==> src/rtl/flash_byte_streamer.sv <==
// Streams a packed flash read buffer out one byte at a time over a valid/ready handshake.
// Optional macro FLASH_ERASED_SKIP_EN: erased bytes (0xFF) are consumed without being offered.
module flash_byte_streamer #(
    parameter int MEMORY_LENGTH = 5
) (
    input  logic                       clk,
    input  logic                       reset,
    input  logic [MEMORY_LENGTH*8-1:0] dataBuffer,
    input  logic                       loadStrobe,
    output logic [7:0]                 byteOut,
    output logic                       byteValid,
    input  logic                       byteReady,
    output logic [7:0]                 byteIndex,
    output logic                       busy,
    output logic                       done
);

    localparam int         BUF_W    = MEMORY_LENGTH * 8;
    localparam logic [7:0] LAST_IDX = 8'(MEMORY_LENGTH - 1);

    typedef enum logic [1:0] {
        IDLE = 2'd0,
        SEND = 2'd1,
        DONE = 2'd2
    } state_t;

    state_t             state_r;
    logic [BUF_W-1:0]   shift_r;
    logic [7:0]         index_r;
    logic [7:0]         top_byte_s;
    logic               skip_s;
    logic               valid_s;
    logic               consume_s;

    assign top_byte_s = shift_r[BUF_W-1 -: 8];

`ifdef FLASH_ERASED_SKIP_EN
    // An erased byte at the head of the register is dropped without a handshake.
    assign skip_s = (state_r == SEND) && (top_byte_s == 8'hFF);
`else
    assign skip_s = 1'b0;
`endif

    // Offer/consume decision for the byte at the head of the shift register.
    always_comb begin
        valid_s   = 1'b0;
        consume_s = 1'b0;
        case (state_r)
            SEND: begin
                if (skip_s) begin
                    valid_s   = 1'b0;
                    consume_s = 1'b1;
                end else begin
                    valid_s   = 1'b1;
                    consume_s = byteReady;
                end
            end
            default: begin
                valid_s   = 1'b0;
                consume_s = 1'b0;
            end
        endcase
    end

    // Outputs come straight from state and data registers so there is no added latency.
    assign byteValid = valid_s;
    assign byteOut   = top_byte_s;
    assign byteIndex = index_r;
    assign busy      = (state_r != IDLE);
    assign done      = (state_r == DONE);

    // Sequencer: capture on load, shift out on each consumed byte, pulse DONE once.
    always_ff @(posedge clk) begin
        if (reset) begin
            state_r <= IDLE;
            shift_r <= '0;
            index_r <= 8'd0;
        end else begin
            case (state_r)
                IDLE: begin
                    if (loadStrobe) begin
                        shift_r <= dataBuffer;
                        index_r <= 8'd0;
                        state_r <= SEND;
                    end
                end
                SEND: begin
                    if (consume_s) begin
                        // Zero-fill keeps byteOut at 0x00 once every byte has gone.
                        shift_r <= shift_r << 4'd8;
                        index_r <= index_r + 8'd1;
                        if (index_r == LAST_IDX) begin
                            state_r <= DONE;
                        end
                    end
                end
                DONE: begin
                    state_r <= IDLE;
                end
                default: begin
                    state_r <= IDLE;
                end
            endcase
        end
    end

endmodule

==> config.mk <==
export PLATFORM = sky130hd
export DESIGN_NAME = flash_byte_streamer
export DESIGN_NICKNAME = d
export VERILOG_FILES = /design/src/rtl/flash_byte_streamer.sv
export SDC_FILE = /design/constraint.sdc
export NUM_CORES = 1
export LEC_CHECK = 0
export CAP_MARGIN = 20
export CORE_UTILIZATION = 49
export CTS_BUF_LIST = sky130_fd_sc_hd__clkbuf_8
export CTS_CLUSTER_DIAMETER = 100
export DETAILED_ROUTE_END_ITERATION = 6
export GPL_TIMING_DRIVEN = 0
export MAX_ROUTING_LAYER = met4
export PLACE_DENSITY = 0.83
export SLEW_MARGIN = 0
export SYNTH_ARGS = -nofsm -noshare
export SYNTH_HDL_FRONTEND = slang
export SYNTH_SLANG_ARGS = --single-unit
==> constraint.sdc <==
create_clock -name clk -period 2 [get_ports clk]
set_clock_uncertainty 0.05 [all_clocks]
set_input_delay 0.3 -clock clk [delete_from_list [all_inputs] [get_ports clk]]
set_output_delay 0.3 -clock clk [all_outputs]
set_load 0.02 [all_outputs]
==> impl_metrics.sql <==
INSERT INTO impl_metrics (metric_group, metric, value, unit) VALUES
('grt', 'antenna_found_initial', '0', ''),
('critical_path', 'crit_path_cell_trace', 'clkdlybuf4s50_1 > mux2i_2 > nor2_2 > clkbuf_1 > a311oi_1', ''),
('die', 'die_height', '68.8', 'microns'),
('die', 'floorplan.die.width', '68.8', 'microns'),
('sta', 'timing.final.max_slew_violations', '0', ''),
('sta', 'setup_viol', '0', ''),
('sta', 'finalCritPeriodShare', '93.9', '%'),
('grt', 'globalRoute.totalOverflow', '0', ''),
('die', 'die_outline_area', '0.00473', 'sq mm'),
('power', 'ir_drop', '0.436', 'mV'),
('layout', 'most_common_cell_after_layout_fill_and_taps_aside', 'nand2_1', ''),
('synth', 'syn_area_per_cell', '8.04', 'sq um'),
('grt', 'number_of_global_route_vias_before_repair', '1905', ''),
('min_path', 'class_of_the_most_critical_hold_timing_path', 'primary input to flip-flop', ''),
('layout', 'synthToLayoutAreaGrowth', '34.6', '%'),
('critical_path', 'critical_path_required', '2110', 'ps'),
('detailed_routing', 'drt.antenna.violating_nets', '0', ''),
('synth', 'synthArstFlopShare', '0', '%'),
('die', 'design.portCount', '63', ''),
('detailed_routing', 'drt-wirelength-per-cell', '13.6', 'microns'),
('detailed_routing', 'drc', '0', ''),
('grt', 'maximum_number_of_pins_on_one_net_before_global_route_repair', '18', ''),
('layout', 'final_nets', '384', ''),
('layout', 'antenna_cells', '0', ''),
('clock_network', 'worst_skew_pair.late_latency', '300', 'ps'),
('critical_path', 'worst-r2r-setup-slack', '190', 'ps'),
('critical_path', 'start_kind', 'primary input', ''),
('synth', 'synth_area_leader_cell', 'dfxtp_1', ''),
('detailed_routing', '1st_pass_router_iterations', '4', ''),
('die', 'placeableCoreArea', '0.00414', 'sq mm'),
('layout', 'drive_above_1_share', '8.58', '%'),
('synth', 'yosysWarnings', '0', ''),
('sta', 'max_freq', '532', 'MHz'),
('critical_path', 'critical-path-max-stage-delay', '550', 'ps'),
('synth', 'postSynthNetCount', '318', ''),
('grt', 'grt_pass1_wl', '8540', 'microns'),
('synth', 'netlist.area_leader.share', '45.8', '%'),
('detailed_routing', 'drt_iter0_markers', '113', ''),
('power', 'power_density', '697', 'mW/mm^2'),
('synth', 'ys_seq_elements', '50', ''),
('critical_path', 'critPathArrivalTime', '1980', 'ps'),
('power', 'cellLeakagePower', '0.00114', 'uW'),
('clock_network', 'htreeDepth', '2', ''),
('clock_network', 'clock_path_buffers', '2', ''),
('critical_path', 'worst_path_maximum_fanout', '10', ''),
('synth', 'synth-edff-count', '0', ''),
('critical_path', 'timing_worst_setup_path_type', 'primary input to flip-flop', ''),
('layout', 'layout_common_cells', 'nand2_1, clkdlybuf4s50_1, dfxtp_1', ''),
('synth', 'yosysSeqAreaShare', '45.8', '%'),
('synth', 'synth_cell_types', '29', ''),
('grt', 'globalRouteTotalUtil', '25.2', '%'),
('placed_design', 'io_port_bufs', '61', ''),
('detailed_routing', 'detailroute.via_count', '2124', ''),
('sta', 'rsz0062_at_grt', 'false', ''),
('sta', 'hold_viol', '0', ''),
('clock_network', 'root_buffer', 'clkbuf_8', ''),
('synth', 'syn_area', '0.00219', 'sq mm'),
('clock_network', 'postCtsSetupBuffers', '0', ''),
('clock_network', 'cts_made_buffers', '5', ''),
('sta', 'fin_setup_tns', '0', 'ps'),
('sta', 'slew_headroom', '68.0', '%'),
('run_status', 'outcome', 'finished, final reports clean', ''),
('die', 'num_rows', '23', ''),
('synth', 'postSynthCellCount', '272', ''),
('synth', 'yosys_most_used_dff', 'dfxtp_1', ''),
('critical_path', 'cp_slowest_cell', 'clkdlybuf4s50_1', ''),
('clock_network', 'tritoncts', 'yes', ''),
('power', 'total_power', '2050', 'uW'),
('die', 'floorplan.initialDensity', '52.7', '%'),
('placed_design', 'hpwlAfterDp', '3940', 'microns'),
('detailed_routing', 'drt-vias-per-instance', '5.47', ''),
('sta', 'layout_min_cycle_time', '1880', 'ps'),
('clock_network', 'numClockSinks', '50', ''),
('critical_path', 'worstSetupEndpointType', 'flip-flop', ''),
('synth', 'synth_top_area_cells', 'dfxtp_1, a311oi_1, nand2_1, nor2_1, a22oi_1', ''),
('detailed_routing', 'postRouteWirelength', '5280', 'microns'),
('sta', 'worst_slew_pin_slew', '480', 'ps'),
('clock_network', 'cts_hold_buf', '0', ''),
('clock_network', 'cts.clk_slew.worst_paths', '80', 'ps'),
('flow_run', 'number_of_maximum_capacitance_constraint_violations', '0', ''),
('placed_design', 'gp_congestion', '0.823', '');
## metrics by stage
| stage | cells | hold WS [ps] | worst slack (ps) | utilization, % | instance area [sq um] |
|---|---|---|---|---|---|
| finish | 388 | 424 | 122 | 71.0 | 2940 |
| global placement | 383 | 411 | -260 | 69.0 | 2860 |
| detailed placement | 383 | 417 | -263 | 69.0 | 2860 |
| global route | 388 | 437 | 9.26 | 71.0 | 2940 |
| floorplan | 272 | 398 | 372 | - | 2190 |
| CTS | 388 | 427 | 63.6 | 70.8 | 2930 |
## synth_stat cells, drive strengths merged, types with 3 or more instances
master and instances:
dfxtp 50, buf 15, a22oi 8, nor4 3, clkbuf 14, nand3 3
xnor2 5, or2 3, nor2 51, nand2 67, a311oi 32, inv 3
## layer usage
layer	global-route usage (%)	wire length (microns)
met5	-	0
met4	6.12	74
met3	5.92	240
met2	41.3	2510
met1	31.5	2450
## cells by family (layout without fill, tap and decap cells)
family / Yosys count / after routing / synth area share, %
xor gates and xnor gates: 5 / 5 / 2.00
DFF: 50 / 50 / 45.8
AOI/OAI and AO/OA: 45 / 45 / 17.2
adders and majority gates: 2 / 2 / 1.14
muxes: 1 / 1 / 0.458
and+or+nand+nor: 136 / 136 / 25.9
buffers and inverters: 33 / 99 / 7.44
## registers in the layout, summed over array words and instances, names as in the netlist
name / cells
byteIndex: 8
shift_r: 40
state_r: 2
## report_power, final
| part | switching (uW) | internal [uW] | total, uW |
|---|---|---|---|
| registers | 38.4 | 1070 | 1100 |
| logic | 204 | 203 | 407 |
| clock network | 308 | 231 | 539 |
| total | 550 | 1500 | 2050 |
## layout make-up
cell class / count / area [sq um]
sequential: 50 / 1000
inverter: 4 / 20.0
buffer: 27 / 140
clock inverter: 2 / 7.51
fill: 368 / 1200
tap: 50 / 62.6
multi-input combinational: 189 / 1030
clock buffer: 5 / 68.8
timing repair buffer: 61 / 613
## timing repair
action                                  4_1_cts  5_1_grt
cloned                                        0        0
endpoints found under the setup margin        3       33
resized for setup                             7        3
## worst max-delay path, delay by kind of cell
family	cells	cell delay [ps]
muxes	1	160
and+or+nand+nor	1	360
buffers and inverters	2	990
AOI/OAI and AO/OA	1	170
## path summary, 6_finish.rpt
kind               start     endpoint  cells past startpoint
min reg2reg  shift_r[13]  shift_r[21]                      2
max            byteReady  shift_r[34]                      5
max reg2reg   state_r[0]  shift_r[34]                      4
min                reset  shift_r[13]                      2
Note: power is estimated with default switching activity, not from simulation.
